## src/rtl/burst_cmd_pkg.sv

```systemverilog
// ============================================================================
// burst_cmd_pkg : shared constants, command record and request-check helper
// Revision      : 1.0
// ============================================================================
`default_nettype none

package burst_cmd_pkg;

    localparam int CMD_ADDR_W = 64;
    localparam int BEAT_BYTES = 64;
    localparam int PAGE_BYTES = 4096;

    localparam logic [2:0] AXI_SIZE_64B   = 3'b110;
    localparam logic [1:0] AXI_BURST_INCR = 2'b01;
    localparam logic [1:0] AXI_RESP_OKAY  = 2'b00;

    typedef struct packed {
        logic [CMD_ADDR_W-1:0] addr;
        logic [7:0]            len;
    } cmd_t;

    localparam int CMD_W = $bits(cmd_t);

    // Span is kept 15 bits wide so a 256-beat burst cannot wrap and hide a crossing.
    function automatic logic req_violation(input logic [11:0] page_off,
                                           input logic [7:0]  len);
        logic [14:0] span;
        span = {3'b000, page_off} + (({7'd0, len} + 15'd1) * 15'(BEAT_BYTES));
        return (page_off[$clog2(BEAT_BYTES)-1:0] != '0) || (span > 15'(PAGE_BYTES));
    endfunction

endpackage

`default_nettype wire

```

## src/rtl/burst_cmd_responder_if.sv

```systemverilog
// ============================================================================
// burst_cmd_responder_if : burst-request handshake plus AXI AR/AW/W/B signals
// Revision               : 1.0
// ============================================================================
`default_nettype none

interface burst_cmd_responder_if #(
    parameter int ADDR_W = 64
);
    logic              rd_req;
    logic [7:0]        rd_len;
    logic [ADDR_W-1:0] rd_address;
    logic              rd_req_ack;
    logic              wr_req;
    logic [7:0]        wr_len;
    logic [ADDR_W-1:0] wr_address;
    logic              wr_req_ack;
    logic              bready;
    logic              bresp;
    logic              err;

    logic [ADDR_W-1:0] m_axi_araddr;
    logic [7:0]        m_axi_arlen;
    logic [2:0]        m_axi_arsize;
    logic [1:0]        m_axi_arburst;
    logic              m_axi_arvalid;
    logic              m_axi_arready;
    logic [ADDR_W-1:0] m_axi_awaddr;
    logic [7:0]        m_axi_awlen;
    logic [2:0]        m_axi_awsize;
    logic [1:0]        m_axi_awburst;
    logic              m_axi_awvalid;
    logic              m_axi_awready;
    logic              w_beat;
    logic              m_axi_wlast;
    logic              m_axi_bvalid;
    logic [1:0]        m_axi_bresp;
    logic              m_axi_bready;

    modport slave (
        input  rd_req, rd_len, rd_address, wr_req, wr_len, wr_address, bready,
        input  m_axi_arready, m_axi_awready, w_beat, m_axi_bvalid, m_axi_bresp,
        output rd_req_ack, wr_req_ack, bresp, err,
        output m_axi_araddr, m_axi_arlen, m_axi_arsize, m_axi_arburst, m_axi_arvalid,
        output m_axi_awaddr, m_axi_awlen, m_axi_awsize, m_axi_awburst, m_axi_awvalid,
        output m_axi_wlast, m_axi_bready
    );

    modport master (
        output rd_req, rd_len, rd_address, wr_req, wr_len, wr_address, bready,
        output m_axi_arready, m_axi_awready, w_beat, m_axi_bvalid, m_axi_bresp,
        input  rd_req_ack, wr_req_ack, bresp, err,
        input  m_axi_araddr, m_axi_arlen, m_axi_arsize, m_axi_arburst, m_axi_arvalid,
        input  m_axi_awaddr, m_axi_awlen, m_axi_awsize, m_axi_awburst, m_axi_awvalid,
        input  m_axi_wlast, m_axi_bready
    );

endinterface

`default_nettype wire

```

## src/rtl/sync_fifo_fwft.sv

```systemverilog
// ============================================================================
// sync_fifo_fwft : first-word-fall-through synchronous FIFO, head on dout
// Revision       : 1.0
// ============================================================================
`default_nettype none

module sync_fifo_fwft #(
    parameter int WIDTH = 8,
    parameter int DEPTH = 4
) (
    input  wire logic             clk,
    input  wire logic             rst,
    input  wire logic             push,
    input  wire logic [WIDTH-1:0] din,
    output logic                  full,
    input  wire logic             pop,
    output logic [WIDTH-1:0]      dout,
    output logic                  empty
);
    localparam int PTR_W = $clog2(DEPTH);

    logic [WIDTH-1:0] r_mem [DEPTH];
    logic [PTR_W:0]   r_wptr;
    logic [PTR_W:0]   r_rptr;
    logic             w_push;
    logic             w_pop;

    // Extra pointer MSB distinguishes full from empty when the indices match.
    assign full   = (r_wptr[PTR_W] != r_rptr[PTR_W]) &&
                    (r_wptr[PTR_W-1:0] == r_rptr[PTR_W-1:0]);
    assign empty  = (r_wptr == r_rptr);
    assign w_push = push & ~full;
    assign w_pop  = pop & ~empty;
    assign dout   = r_mem[r_rptr[PTR_W-1:0]];

    always_ff @(posedge clk) begin
        if (rst) begin
            r_wptr <= '0;
            r_rptr <= '0;
        end else begin
            if (w_push) r_wptr <= r_wptr + 1'b1;
            if (w_pop)  r_rptr <= r_rptr + 1'b1;
        end
    end

    always_ff @(posedge clk) begin
        if (w_push) r_mem[r_wptr[PTR_W-1:0]] <= din;
    end

endmodule

`default_nettype wire

```

## src/rtl/burst_cmd_responder.sv

```systemverilog
// ============================================================================
// burst_cmd_responder : queues burst requests onto AXI AR/AW, makes WLAST, B pulses
// Revision            : 1.0
// ============================================================================
`default_nettype none

module burst_cmd_responder
    import burst_cmd_pkg::*;
#(
    parameter int CMD_DEPTH = 4,
    parameter int ADDR_W    = 64
) (
    input  wire logic            clk,
    input  wire logic            rst,
    burst_cmd_responder_if.slave bus
);
    cmd_t       w_rd_in;
    cmd_t       w_rd_head;
    cmd_t       w_aw_in;
    cmd_t       w_aw_head;
    logic       w_rd_full;
    logic       w_rd_empty;
    logic       w_aw_full;
    logic       w_aw_empty;
    logic       w_wlen_full;
    logic       w_wlen_empty;
    logic [7:0] w_wlen_head;

    logic       w_rd_ack;
    logic       w_wr_ack;
    logic       w_arvalid;
    logic       w_awvalid;
    logic       w_rd_pop;
    logic       w_aw_pop;
    logic       w_wlast;
    logic       w_wlen_pop;
    logic       w_b_hs;
    logic       w_err_set;

    logic [7:0] r_beat_cnt;
    logic [7:0] r_outstanding;
    logic       r_bresp;
    logic       r_err;

    always_comb begin
        w_rd_in                  = '0;
        w_rd_in.addr[ADDR_W-1:0] = bus.rd_address;
        w_rd_in.len              = bus.rd_len;
        w_aw_in                  = '0;
        w_aw_in.addr[ADDR_W-1:0] = bus.wr_address;
        w_aw_in.len              = bus.wr_len;
    end

    // Acks never look at a same-cycle pop, so a full FIFO always stalls the initiator.
    assign w_rd_ack   = bus.rd_req & ~w_rd_full & ~rst;
    assign w_wr_ack   = bus.wr_req & ~w_aw_full & ~w_wlen_full & ~rst;
    assign w_arvalid  = ~w_rd_empty & ~rst;
    assign w_awvalid  = ~w_aw_empty & ~rst;
    assign w_rd_pop   = w_arvalid & bus.m_axi_arready;
    assign w_aw_pop   = w_awvalid & bus.m_axi_awready;
    assign w_wlast    = ~w_wlen_empty & (r_beat_cnt == w_wlen_head) & ~rst;
    assign w_wlen_pop = bus.w_beat & w_wlast;
    assign w_b_hs     = bus.m_axi_bvalid & bus.bready;

    assign w_err_set = (w_rd_ack & req_violation(bus.rd_address[11:0], bus.rd_len))
                     | (w_wr_ack & req_violation(bus.wr_address[11:0], bus.wr_len))
                     | (bus.w_beat & w_wlen_empty)
                     | (w_b_hs & (bus.m_axi_bresp != AXI_RESP_OKAY))
                     | (w_b_hs & (r_outstanding == 8'd0));

    sync_fifo_fwft #(.WIDTH(CMD_W), .DEPTH(CMD_DEPTH)) u_rd_fifo (
        .clk(clk), .rst(rst),
        .push(w_rd_ack), .din(w_rd_in), .full(w_rd_full),
        .pop(w_rd_pop), .dout(w_rd_head), .empty(w_rd_empty)
    );

    sync_fifo_fwft #(.WIDTH(CMD_W), .DEPTH(CMD_DEPTH)) u_aw_fifo (
        .clk(clk), .rst(rst),
        .push(w_wr_ack), .din(w_aw_in), .full(w_aw_full),
        .pop(w_aw_pop), .dout(w_aw_head), .empty(w_aw_empty)
    );

    sync_fifo_fwft #(.WIDTH(8), .DEPTH(CMD_DEPTH)) u_wlen_fifo (
        .clk(clk), .rst(rst),
        .push(w_wr_ack), .din(bus.wr_len), .full(w_wlen_full),
        .pop(w_wlen_pop), .dout(w_wlen_head), .empty(w_wlen_empty)
    );

    always_ff @(posedge clk) begin
        if (rst) begin
            r_beat_cnt    <= 8'd0;
            r_outstanding <= 8'd0;
            r_bresp       <= 1'b0;
            r_err         <= 1'b0;
        end else begin
            r_bresp <= w_b_hs;
            r_err   <= r_err | w_err_set;
            if (bus.w_beat && !w_wlen_empty) begin
                r_beat_cnt <= w_wlast ? 8'd0 : r_beat_cnt + 8'd1;
            end
            case ({w_aw_pop, w_b_hs})
                2'b10:   r_outstanding <= r_outstanding + 8'd1;
                2'b01:   if (r_outstanding != 8'd0) r_outstanding <= r_outstanding - 8'd1;
                default: r_outstanding <= r_outstanding;
            endcase
        end
    end

    assign bus.rd_req_ack    = w_rd_ack;
    assign bus.wr_req_ack    = w_wr_ack;
    assign bus.m_axi_araddr  = w_rd_head.addr[ADDR_W-1:0];
    assign bus.m_axi_arlen   = w_rd_head.len;
    assign bus.m_axi_arsize  = AXI_SIZE_64B;
    assign bus.m_axi_arburst = AXI_BURST_INCR;
    assign bus.m_axi_arvalid = w_arvalid;
    assign bus.m_axi_awaddr  = w_aw_head.addr[ADDR_W-1:0];
    assign bus.m_axi_awlen   = w_aw_head.len;
    assign bus.m_axi_awsize  = AXI_SIZE_64B;
    assign bus.m_axi_awburst = AXI_BURST_INCR;
    assign bus.m_axi_awvalid = w_awvalid;
    assign bus.m_axi_wlast   = w_wlast;
    assign bus.m_axi_bready  = bus.bready;
    assign bus.bresp         = r_bresp;
    assign bus.err           = r_err;

endmodule

`default_nettype wire

```

## src/flat_wrapper.sv

```systemverilog
// flat-port wrapper written by rule: the top's interface ports become plain ports
module burst_cmd_responder_flat import burst_cmd_pkg::*;
#(
    parameter int CMD_DEPTH = 4,
    parameter int ADDR_W    = 64
)
  (clk, rst, bus_rd_req, bus_rd_len, bus_rd_address, bus_wr_req, bus_wr_len, bus_wr_address, bus_bready, bus_m_axi_arready, bus_m_axi_awready, bus_w_beat, bus_m_axi_bvalid, bus_m_axi_bresp, bus_rd_req_ack, bus_wr_req_ack, bus_bresp, bus_err, bus_m_axi_araddr, bus_m_axi_arlen, bus_m_axi_arsize, bus_m_axi_arburst, bus_m_axi_arvalid, bus_m_axi_awaddr, bus_m_axi_awlen, bus_m_axi_awsize, bus_m_axi_awburst, bus_m_axi_awvalid, bus_m_axi_wlast, bus_m_axi_bready);
  burst_cmd_responder_if #(.ADDR_W(ADDR_W)) bus_i ();
  input  wire logic clk;
  input  wire logic rst;
  input wire logic [$bits(bus_i.rd_req)-1:0] bus_rd_req;
  input wire logic [$bits(bus_i.rd_len)-1:0] bus_rd_len;
  input wire logic [$bits(bus_i.rd_address)-1:0] bus_rd_address;
  input wire logic [$bits(bus_i.wr_req)-1:0] bus_wr_req;
  input wire logic [$bits(bus_i.wr_len)-1:0] bus_wr_len;
  input wire logic [$bits(bus_i.wr_address)-1:0] bus_wr_address;
  input wire logic [$bits(bus_i.bready)-1:0] bus_bready;
  input wire logic [$bits(bus_i.m_axi_arready)-1:0] bus_m_axi_arready;
  input wire logic [$bits(bus_i.m_axi_awready)-1:0] bus_m_axi_awready;
  input wire logic [$bits(bus_i.w_beat)-1:0] bus_w_beat;
  input wire logic [$bits(bus_i.m_axi_bvalid)-1:0] bus_m_axi_bvalid;
  input wire logic [$bits(bus_i.m_axi_bresp)-1:0] bus_m_axi_bresp;
  output wire logic [$bits(bus_i.rd_req_ack)-1:0] bus_rd_req_ack;
  output wire logic [$bits(bus_i.wr_req_ack)-1:0] bus_wr_req_ack;
  output wire logic [$bits(bus_i.bresp)-1:0] bus_bresp;
  output wire logic [$bits(bus_i.err)-1:0] bus_err;
  output wire logic [$bits(bus_i.m_axi_araddr)-1:0] bus_m_axi_araddr;
  output wire logic [$bits(bus_i.m_axi_arlen)-1:0] bus_m_axi_arlen;
  output wire logic [$bits(bus_i.m_axi_arsize)-1:0] bus_m_axi_arsize;
  output wire logic [$bits(bus_i.m_axi_arburst)-1:0] bus_m_axi_arburst;
  output wire logic [$bits(bus_i.m_axi_arvalid)-1:0] bus_m_axi_arvalid;
  output wire logic [$bits(bus_i.m_axi_awaddr)-1:0] bus_m_axi_awaddr;
  output wire logic [$bits(bus_i.m_axi_awlen)-1:0] bus_m_axi_awlen;
  output wire logic [$bits(bus_i.m_axi_awsize)-1:0] bus_m_axi_awsize;
  output wire logic [$bits(bus_i.m_axi_awburst)-1:0] bus_m_axi_awburst;
  output wire logic [$bits(bus_i.m_axi_awvalid)-1:0] bus_m_axi_awvalid;
  output wire logic [$bits(bus_i.m_axi_wlast)-1:0] bus_m_axi_wlast;
  output wire logic [$bits(bus_i.m_axi_bready)-1:0] bus_m_axi_bready;
  assign bus_i.rd_req = bus_rd_req;
  assign bus_i.rd_len = bus_rd_len;
  assign bus_i.rd_address = bus_rd_address;
  assign bus_i.wr_req = bus_wr_req;
  assign bus_i.wr_len = bus_wr_len;
  assign bus_i.wr_address = bus_wr_address;
  assign bus_i.bready = bus_bready;
  assign bus_i.m_axi_arready = bus_m_axi_arready;
  assign bus_i.m_axi_awready = bus_m_axi_awready;
  assign bus_i.w_beat = bus_w_beat;
  assign bus_i.m_axi_bvalid = bus_m_axi_bvalid;
  assign bus_i.m_axi_bresp = bus_m_axi_bresp;
  assign bus_rd_req_ack = bus_i.rd_req_ack;
  assign bus_wr_req_ack = bus_i.wr_req_ack;
  assign bus_bresp = bus_i.bresp;
  assign bus_err = bus_i.err;
  assign bus_m_axi_araddr = bus_i.m_axi_araddr;
  assign bus_m_axi_arlen = bus_i.m_axi_arlen;
  assign bus_m_axi_arsize = bus_i.m_axi_arsize;
  assign bus_m_axi_arburst = bus_i.m_axi_arburst;
  assign bus_m_axi_arvalid = bus_i.m_axi_arvalid;
  assign bus_m_axi_awaddr = bus_i.m_axi_awaddr;
  assign bus_m_axi_awlen = bus_i.m_axi_awlen;
  assign bus_m_axi_awsize = bus_i.m_axi_awsize;
  assign bus_m_axi_awburst = bus_i.m_axi_awburst;
  assign bus_m_axi_awvalid = bus_i.m_axi_awvalid;
  assign bus_m_axi_wlast = bus_i.m_axi_wlast;
  assign bus_m_axi_bready = bus_i.m_axi_bready;
  burst_cmd_responder #(.CMD_DEPTH(CMD_DEPTH), .ADDR_W(ADDR_W)) u_core (.clk(clk), .rst(rst), .bus(bus_i));
endmodule
```

## config.mk

```make
export PLATFORM = sky130hd
export DESIGN_NAME = burst_cmd_responder_flat
export DESIGN_NICKNAME = d
export VERILOG_FILES = /design/src/rtl/burst_cmd_pkg.sv /design/src/rtl/burst_cmd_responder_if.sv /design/src/rtl/sync_fifo_fwft.sv /design/src/rtl/burst_cmd_responder.sv /design/src/flat_wrapper.sv
export SDC_FILE = /design/constraint.sdc
export NUM_CORES = 1
export LEC_CHECK = 0
export BUFFER_PORTS_ARGS = -buffer_cell sky130_fd_sc_hd__buf_2
export CAP_MARGIN = 20
export CORE_ASPECT_RATIO = 0.7
export CORE_MARGIN = 3
export CORE_UTILIZATION = 33
export CTS_CLUSTER_SIZE = 14
export DETAILED_ROUTE_END_ITERATION = 12
export GPL_ROUTABILITY_DRIVEN = 0
export PLACE_DENSITY = 0.49
export SLEW_MARGIN = 15
export SYNTH_ARGS = -nofsm -noshare
export SYNTH_HDL_FRONTEND = slang
export SYNTH_HIERARCHICAL = 1
export SYNTH_SLANG_ARGS = --single-unit
export TNS_END_PERCENT = 50
```

## constraint.sdc

```tcl
create_clock -name clk -period 6 [get_ports clk]
set_input_delay 0.6 -clock clk [delete_from_list [all_inputs] [get_ports clk]]
set_output_delay 0.6 -clock clk [all_outputs]
set_load 0.02 [all_outputs]
```

==> results of run 1 <==
==> stage by stage <==
stage | power [mW] | util | hold WS [ps] | setup WS (ps) | std cells
finish | 10.8 | 0.402 | 195 | 1850 | 2707
CTS | 11.0 | 0.402 | 139 | 1870 | 2704
global route | 11.3 | 0.402 | 150 | 1470 | 2705
detailed placement | 6.76 | 0.373 | 472 | 1920 | 2581
global placement | 6.75 | 0.373 | 468 | 2030 | 2581
floorplan | 6.27 | - | 441 | -166 | 1282
==> Yosys cell counts, types with 17 or more instances <==
library cell,instances
a21oi_1,25
buf_4,26
dfxtp_1,42
edfxtp_1,608
ha_1,36
inv_1,33
mux4_2,152
nand2_1,35
nand3_1,20
nor2_1,36
o211ai_1,19
o21ai_0,17
xnor2_1,22
xor2_1,25
==> state kept, by name, indices dropped and copies added (netlist names), named ones only <==
signal                     cells
u_core/u_aw_fifo/r_mem       288
u_core/bus.bresp               1
u_core/u_wlen_fifo/r_wptr      3
u_core/u_aw_fifo/r_wptr        3
u_core/r_outstanding           8
u_core/bus.err                 1
u_core/u_wlen_fifo/r_mem      32
u_core/u_rd_fifo/r_wptr        3
u_core/u_rd_fifo/r_mem       288
u_core/u_wlen_fifo/r_rptr      3
u_core/u_aw_fifo/r_rptr        3
u_core/u_rd_fifo/r_rptr        3
u_core/r_beat_cnt              8
==> area by class of cell <==
type	instances	area, um^2	area share
clock inverters	40	433	0.0141
well taps	1032	1290	0.0422
clock buffers	83	1760	0.0574
repair buffers	325	1700	0.0555
multi-input cells	541	6180	0.202
flip-flops and latches	650	19100	0.624
inverters	33	124	0.00405
diodes	3	7.51	0.000245
==> routing by layer <==
metal / wire length, um / GRT usage / vias up / part of all wire
li1: - / - / 5905 / -
met1: 26200 / 0.197 / 6808 / 0.45
met2: 28600 / 0.232 / 276 / 0.49
met3: 2660 / 0.0335 / 70 / 0.046
met4: 922 / 0.0339 / 6 / 0.016
met5: 41 / 0 / - / 0.00070
==> cell families after synthesis <==
kind of cell | Yosys count | share of synthesized area
XOR/XNOR | 47 | 0.0160
buffers and inverters | 91 | 0.0201
AO/OA/AOI/OAI | 110 | 0.0286
multiplexers | 155 | 0.134
other | 2 | 0.000292
AND/OR/NAND/NOR | 180 | 0.0383
flip-flops | 650 | 0.742
adder cells (fa/ha/maj) | 39 | 0.0198
==> power by group through the flow <==
stage	Combinational (mW)	Sequential [mW]	Clock (mW)
finish	1.38	5.24	4.17
floorplan	1.02	5.25	0
global route	1.49	5.27	4.50
CTS	1.42	5.25	4.32
global placement	1.41	5.35	0
detailed placement	1.41	5.35	0
==> path summary, 6_finish.rpt <==
path | start | end | slack (ps) | cells after the start
min | bus_rd_address[41] | u_core/u_rd_fifo/r_mem[0][49] | 200 | 1
min reg2reg | u_core/r_outstanding[5] | u_core/r_outstanding[5] | 480 | 2
max reg2reg | u_core/u_aw_fifo/r_wptr[1] | u_core/r_outstanding[7] | 1850 | 13
max | u_core/u_aw_fifo/r_wptr[1] | u_core/r_outstanding[7] | 1850 | 13
==> worst reg2reg max path: cells and delay by family, from the launching register on <==
family	cells	cell delay [ps]
AOI/OAI and AO/OA	5	860
xor gates and xnor gates	1	290
adders and majority gates	1	370
DFF	1	520
and+or+nand+nor	6	2050
==> run metrics, run 1 <==
startpoint types=flip-flop; fin crit share=0.691; sequential share of the synthesized area=0.742; cells after synthesis=1,274; Initial Utilization=0.338; crit path max-delay cell type=nor3b_1; largest net degree at the start of global routing=73; Top FF cell, synth=edfxtp_1; P_sw=2.71 mW; WP data required=6560 ps; Setup-failing EPs final=0; vias in the first global route=13,600; clock skew=15.2 ps; Cell Area, Placed=0.0284 mm^2; chip width=340 um; NumNets Final=1,813; Buf+Inv Stages, Crit Path=0; minimum clock period=4150 ps; arrival time worst endpoint=4700 ps; max-slew violations=0; CTS clk-pin slew, worst paths=60 ps; fin area=0.0306 mm^2; fillcell total=6,916; clk root buf=clkbuf_16; async set-reset flop share out of synthesis=0; cts hold-fix bufs=0; wire per inst=21.6 um; combinational cell fraction of total power=0.128; main area contributors after synthesis=edfxtp_1 (71%), mux4_2 (13%), dfxtp_1 (3.3%), ha_1 (1.8%), xor2_1 (0.85%); Setup TNS=0 ps; post-synth top area share=0.710; Top Family by Delay on Critical Path=simple AND/OR/NAND/NOR gates; Via-to-Cell Ratio=4.83; DPL Wire Length=37,000 um; Post-Syn Area=0.0257 mm^2; number of distinct library cells after synthesis=64; Slowest Stage Delay on Critical Path=760 ps; YS warnings=6; fmax=0.241 GHz; synthesis-to-finish area growth=19.0%; htree depth=3; most common cell after layout, fill and taps aside=edfxtp_1; Int Power=8.08 mW; Hold Crit Class=in -> reg; die area=0.0814 mm^2; VDD IR max=0.227 mV; CTS sink cnt=650; Max Cap Viol=0; num ports=317; clock share of power=0.386; grt ovf=0; total CTS buffers=68; power per cell area=352 mW/mm^2; count of input and output buffers=306; run status=complete, no violations; #FFs+latches synth=650; num rows=84; post-synthesis average cell area=20.2 um^2; post-CTS sizing=0; Die Y=240 um; Worst Max-Slew Pin Slew=1060 ps; kind of critical path=reg -> reg; via count=13,100; top cell type by total area after synthesis=edfxtp_1; Initial DRT Pass Iterations=5; final hold violations=0; Cell Chain, Critical Path=xnor2_1 > nand2_1 > nor2_1 > nor3b_1 > nor2_1 > ha_1 > a21o_1 > a21oi_2 > o21ai_1 > a21oi_1 > o21ai_0 > or4b_1 > nand3_1; setup bufs post-CTS=0; EDFF count, synth=608; Worst slew margin=0.287; Antenna Nets Post-Route=0; layout cells sized above 1=0.358; Total GRT Usage=0.143; Top cell by count, worst path=nor2_1; initial antenna violation count=7; commonest non-fill, non-tap cells in the layout=edfxtp_1 (608), buf_2 (306), mux4_2 (152); later-pin clock latency in the skew report=610 ps; Worst Setup End Kind=flip-flop; CP max FO=9; clock tree from TritonCTS=yes; Clock Path Buffers=3; Flop pwr share=0.486; leakage power=10.2 nW; switching share of power=0.251; core box area=0.0761 mm^2; 1st-iter DRT viols=910; RSZ-0062 raised after global routing=no; first-pass GRT wire length=87,600 um; Detailed Route WL=58,400 um; DRC=0
Power figures use the tool's default switching activity.
==> inputs of run 2 (changes only) <==
--- a/config.mk
+++ b/config.mk
@@ -5,6 +5,7 @@
 export SDC_FILE = /design/constraint.sdc
 export NUM_CORES = 1
 export LEC_CHECK = 0
+export ABC_AREA = 1
 export BUFFER_PORTS_ARGS = -buffer_cell sky130_fd_sc_hd__buf_2
 export CAP_MARGIN = 20
 export CORE_ASPECT_RATIO = 0.7
==> constraint.sdc (replaced) <==
create_clock -name clk -period 3.8 [get_ports clk]
set_input_delay 0.38 -clock clk [delete_from_list [all_inputs] [get_ports clk]]
set_output_delay 0.38 -clock clk [all_outputs]
set_load 0.02 [all_outputs]
==> run metrics, run 2 <==
grt ovf=0 (unchanged); Initial DRT Pass Iterations=5 (unchanged); VDD IR max=0.277 mV (+22%); YS warnings=6 (unchanged); Antenna Nets Post-Route=0 (unchanged); crit path max-delay cell type=dfxtp_1; async set-reset flop share out of synthesis=0 (unchanged); final design utilization=0.416 (+0.0134); synthesis-to-finish area growth=23.1%; max-slew violations=0 (unchanged); Worst Max-Slew Pin Slew=940 ps (-125 ps); later-pin clock latency in the skew report=600 ps (about the same); largest net degree at the start of global routing=145 (+99%); CTS sink cnt=650 (unchanged); reg2reg end=u_core/r_outstanding[6]; Setup-failing EPs final=0 (unchanged); Die Y=242 um (+1.1%); number of distinct library cells after synthesis=38 (-41%); wire per inst=18.8 um (-13%); setup slack, reg-to-reg=850 ps (-1000 ps); top cell type by total area after synthesis=edfxtp_1; minimum clock period=3030 ps; storage element area=0.0191 mm^2 (about the same); worst r2r src=u_core/u_aw_fifo/r_wptr[1]; hold slack=46.2 ps (-149 ps); htree depth=3 (unchanged); post-synthesis average cell area=12.7 um^2 (-37%); P_sw=3.74 mW (+38%); EDFF count, synth=608 (unchanged); switching share of power=0.235 (-0.0165); fin crit share=0.796; Setup TNS=0 ps (unchanged); clk root buf=clkbuf_16; Slowest Stage Delay on Critical Path=340 ps (-420 ps); Via-to-Cell Ratio=4.81 (-0.26%); WP depth=9 (-4); via count=17,400 (+33%); Layout Cells excl Fill=3,611 (+33%); RSZ-0062 raised after global routing=no; NumNets Final=2,709 (+49%); commonest non-fill, non-tap cells in the layout=edfxtp_1 (608), nor2_1 (356), o21ai_0 (316); initial antenna violation count=5 (-2); main area contributors after synthesis=edfxtp_1 (69%), o21ai_0 (6.0%), nor2_1 (5.2%), o22ai_1 (3.6%), dfxtp_1 (3.2%); clock skew=14.3 ps (-0.927 ps); Cell Chain, Critical Path=buf_4 > inv_2 > o21ai_0 > o22ai_1 > o21ai_0 > nor3b_1 > nand3_1 > nor2_2 > buf_2; fillcell total=7,229 (+4.5%); die area=0.0833 mm^2 (+2.3%); arrival time worst endpoint=2650 ps (-2050 ps); Top cell by count, worst path=o21ai_0; DRC=0 (unchanged); most common cell after layout, fill and taps aside=edfxtp_1; Top Family by Delay on Critical Path=buffers and inverters; DPL Wire Length=41,400 um (+12%); Post-Syn Area=0.0263 mm^2 (+2.4%); kind of critical path=reg -> out; Flop pwr share=0.506 (+0.020); leakage power=11.9 nW (+17%); run status=complete, no violations; startpoint types=flip-flop; first-pass GRT wire length=103,000 um (+18%); core box area=0.0780 mm^2 (+2.4%); fmax=0.331 GHz; Int Power=12.2 mW (+51%); CTS clk-pin slew, worst paths=60 ps (about the same); Clock Path Buffers=3 (unchanged); final worst slack=775 ps (-1080 ps); Worst Setup End Kind=output pin; clock share of power=0.400 (+0.014); 1st-iter DRT viols=1,064 (+17%); clock tree from TritonCTS=yes; num ports=317 (unchanged); total CTS buffers=67 (-1.5%); chip width=344 um (+1.1%); Worst Setup EP=bus_m_axi_wlast; WP data required=3420 ps (-3140 ps); top post-synthesis cells by count=edfxtp_1 (608), nor2_1 (362), o21ai_0 (316); Detailed Route WL=67,800 um (+16%); count of input and output buffers=306 (unchanged); Inst Count DP=3,369 (+31%); post-synth top area share=0.693 (-0.0163); Hold Path Stages=1 (unchanged); CP max FO=16 (+7); cells after synthesis=2,081 (+63%); final hold violations=0 (unchanged); Multi-input gate area=0.00617 mm^2 (-0.10%); layout cells sized above 1=0.188 (-0.170); most frequent cell after synthesis=edfxtp_1; Top FF cell, synth=edfxtp_1; Total GRT Usage=0.160 (+0.0164); Max Cap Viol=0 (unchanged); #FFs+latches synth=650 (unchanged); Worst slew margin=0.371 (+0.0841); combinational cell fraction of total power=0.094 (-0.034); Hold Crit Class=in -> reg; power per cell area=492 mW/mm^2 (+40%); Setup WS pre-CTS=942 ps (-978 ps); sequential share of the synthesized area=0.725 (-0.0171); R2R depth=17 (+4); Buf+Inv Stages, Crit Path=3 (+3); vias in the first global route=16,900 (+24%); num rows=85 (+1.2%); Initial Utilization=0.338 (about the same)
-- run 2: changes by cell type in the layout (fill, tap and decap cells not counted), moves of 12 or more --
cell           delta
nor2_1          +320
nand2_2          +14
nand2_1         +129
o22ai_1         +153
inv_1            +76
a31oi_1          -12
xnor2_1          -15
nand3_1          +24
o21ai_0         +299
o211ai_1         -17
buf_12           +16
mux4_2          -152
xor2_1           -14
dlygate4sd3_1   +121
-- run 2: layout make-up --
| type | count | area share |
|---|---|---|
| diodes | 4 | 0.000309 |
| well taps | 1044 | 0.0403 |
| clock buffers | 87 | 0.0554 |
| clock inverters | 30 | 0.00919 |
| multi-input cells | 1211 | 0.191 |
| inverters | 121 | 0.0144 |
| repair buffers | 464 | 0.100 |
| flip-flops and latches | 650 | 0.590 |
-- run 2: power groups by stage --
stage	logic (mW)	registers, mW	clock network (mW)
3_3_place_gp	1.39	8.22	0
6_report	1.50	8.07	6.38
2_1_floorplan	0.838	8.22	0
3_5_place_dp	1.41	8.22	0
4_1_cts	1.52	8.07	6.59
5_1_grt	1.66	8.08	6.90
-- run 2: per-stage QoR --
step / area [um^2] / power [mW]
after floorplan: 26400 / 9.06
after global placement: 29100 / 9.61
after detailed placement: 29100 / 9.64
after CTS: 32400 / 16.2
after global routing: 32400 / 16.6
final: 32400 / 16.0
-- run 2: worst reg2reg max path, cell delays in order, from the launching register on --
cell and delay (ps):
dfxtp_1 360, inv_1 120, nand2_1 60, nand2_1 100
nand3_2 170, inv_1 90, nor2_1 50, nand2_1 70
inv_1 140, nor2_4 250, inv_1 90, fa_1 410
o21ai_0 380, a21oi_1 130, nor2_1 120, nor2_1 60
xor2_1 150, a21oi_1 80
-- run 2: kinds of logic (layout without fill, tap and decap cells) --
logic type      after synthesis  after routing  share of synthesized area
fa+ha+maj                    39             39                     0.0194
buf+inv                     228            702                     0.0431
xor+xnor                     18             18                    0.00599
simple gates                635            635                      0.101
compound gates              509            509                      0.104
flops                       650            650                      0.725
other cells                   2             14                   0.000285
-- run 2: metal layers --
metal  global-route usage  part of all wire
met3               0.0328             0.051
met5                    0           0.00040
met2                0.253              0.47
met4               0.0489             0.024
met1                0.221              0.46
-- run 2: worst min path at each step --
stage / startpoint / end / slack (ps)
after global routing: bus_wr_address[6] / u_core/u_aw_fifo/r_mem[3][14] / 20
after global placement: u_core/r_outstanding[7] / u_core/r_outstanding[7] / 440
after detailed placement: u_core/r_outstanding[7] / u_core/r_outstanding[7] / 450
after floorplan: u_core/r_outstanding[7] / u_core/r_outstanding[7] / 420
after CTS: bus_rd_address[7] / u_core/u_rd_fifo/r_mem[3][15] / 5
final: bus_rd_address[7] / u_core/u_rd_fifo/r_mem[3][15] / 50
-- run 2: what timing repair did --
action,4_1_cts,5_1_grt
resized for setup,0,0
endpoints found under the hold margin,476,0
buffers inserted,0,0
hold buffers,121,0
==> inputs of run 3 (changes only) <==
==> constraint.sdc (replaced) <==
create_clock -name clk -period 2.7 [get_ports clk]
set_input_delay 0.27 -clock clk [delete_from_list [all_inputs] [get_ports clk]]
set_output_delay 0.27 -clock clk [all_outputs]
set_load 0.02 [all_outputs]
==> run metrics, run 3 (synthesis gave the netlist of run 2 again) <==
vias in the first global route=17,400 (+3.1%); core box area=0.0780 mm^2 (unchanged); layout cells sized above 1=0.211 (+0.0231); Flop pwr share=0.496 (-0.010); Antenna Nets Post-Route=0 (unchanged); run status=complete, no violations; initial antenna violation count=2 (-3); Setup-failing EPs final=0 (unchanged); total CTS buffers=69 (+3.0%); CTS clk-pin slew, worst paths=60 ps (about the same); kind of critical path=reg -> out; clock tree from TritonCTS=yes; combinational cell fraction of total power=0.096 (+0.002); P_sw=5.37 mW (+44%); wire per inst=18.9 um (+0.63%); VDD IR max=0.450 mV (+62%); 1st-iter DRT viols=1,050 (-1.3%); Worst Setup End Kind=output pin; clock share of power=0.408 (+0.008); most common cell after layout, fill and taps aside=edfxtp_1; chip width=344 um (unchanged); Via-to-Cell Ratio=4.82 (about the same); arrival time worst endpoint=2260 ps (-390 ps); Die Y=242 um (unchanged); fmax=0.395 GHz; CTS sink cnt=650 (unchanged); DRC=0 (unchanged); RSZ-0062 raised after global routing=yes; clk root buf=clkbuf_16; largest net degree at the start of global routing=99 (-32%); Clock Path Buffers=3 (unchanged); Hold Crit Class=in -> reg; max-slew violations=0 (unchanged); Multi-input gate area=0.00628 mm^2 (+1.6%); Max Cap Viol=0 (unchanged); Initial Utilization=0.338 (unchanged); Initial DRT Pass Iterations=5 (unchanged); CP max FO=9 (-7); Total GRT Usage=0.163 (+0.00362); minimum clock period=2530 ps; storage element area=0.0191 mm^2 (about the same); grt ovf=0 (unchanged); count of input and output buffers=306 (unchanged); htree depth=3 (unchanged); synthesis-to-finish area growth=25.7%; final design utilization=0.425 (+0.00897); WP data required=2430 ps (-990 ps); final hold violations=0 (unchanged); fin crit share=0.937; Detailed Route WL=69,000 um (+1.9%); switching share of power=0.234 (about the same); power per cell area=692 mW/mm^2 (+41%); die area=0.0833 mm^2 (unchanged); later-pin clock latency in the skew report=610 ps (about the same); hold slack=52.0 ps (+5.73 ps); Int Power=17.5 mW (+44%); num ports=317 (unchanged); num rows=85 (unchanged); Worst Max-Slew Pin Slew=566 ps (-374 ps); via count=17,600 (+1.3%); commonest non-fill, non-tap cells in the layout=edfxtp_1 (608), nor2_1 (356), o21ai_0 (314); DPL Wire Length=42,000 um (+1.4%); fillcell total=7,225 (-0.055%); NumNets Final=2,755 (+1.7%); Worst slew margin=0.622 (+0.251); first-pass GRT wire length=105,000 um (+2.3%); clock skew=23.8 ps (+9.47 ps); leakage power=12.2 nW (+2.3%); startpoint types=flip-flop
run 3: cell types whose count changed in the layout (fill, tap and decap cells not counted), sizes merged:
cell         delta
buf            +24
bufbuf          +1
bufinv          +2
clkinv          -5
clkinvlp        +6
diode           -2
dlygate4sd3    +18
run 3: worst paths after layout:
path                         startpoint                           end  slack, ps  cells after the start
max                           flip-flop               bus_m_axi_wlast        170                      8
min                       bus_wr_len[7]  u_core/u_aw_fifo/r_mem[1][7]         50                      1
max reg2reg  u_core/u_aw_fifo/r_wptr[0]       u_core/r_outstanding[7]        180                     18
min reg2reg     u_core/r_outstanding[7]       u_core/r_outstanding[7]        470                      1
run 3: critical path: stages (launching register included):
cell,delay [ps]
dfxtp_2,380
inv_2,150
o21ai_0,100
o22ai_1,180
inv_1,100
a221oi_1,260
nand3_1,180
nor2_4,160
buf_4,160
run 3: per-stage QoR:
stage	instance area, um^2	std cells	setup WS (ps)	total power, mW	TNS, ps
3_5_place_dp	29300	3389	94.6	13.6	0
6_report	33100	3655	169	22.9	0
4_1_cts	33000	3649	-4.21	23.2	-4.21
5_1_grt	33100	3654	-27.9	23.9	-46.6
2_1_floorplan	26500	2089	-240	12.8	-83010
3_3_place_gp	29300	3389	136	13.6	0
run 3: metal layers:
| metal | wire length, um | GRT usage |
|---|---|---|
| met3 | 3390 | 0.0328 |
| met4 | 1400 | 0.0438 |
| met5 | 17 | 0 |
| met2 | 32800 | 0.265 |
| met1 | 31400 | 0.223 |
run 3: cell type report:
| cell class | count | share of cell area |
|---|---|---|
| well taps | 1044 | 0.0395 |
| diodes | 2 | 0.000151 |
| inverters | 121 | 0.0144 |
| multi-input cells | 1211 | 0.190 |
| repair buffers | 508 | 0.112 |
| clock inverters | 33 | 0.0116 |
| clock buffers | 86 | 0.0550 |
| flip-flops and latches | 650 | 0.578 |
run 3: repair_timing:
action / 4_1_cts / 5_1_grt
gates cloned: 1 / 0
setup endpoints to repair: 6 / 36
buffers inserted: 1 / 4
endpoints found under the hold margin: 554 / 0
gates resized for setup: 6 / 21
pin swaps: 2 / 8
hold buffers: 139 / 0
run 3: power groups by stage:
stage,Clock (mW),Combinational [mW],Sequential [mW]
finish,9.34,2.20,11.4
global route,10.1,2.43,11.4
CTS,9.66,2.21,11.4
detailed placement,0,2.03,11.6
global placement,0,1.99,11.6
floorplan,0,1.19,11.6
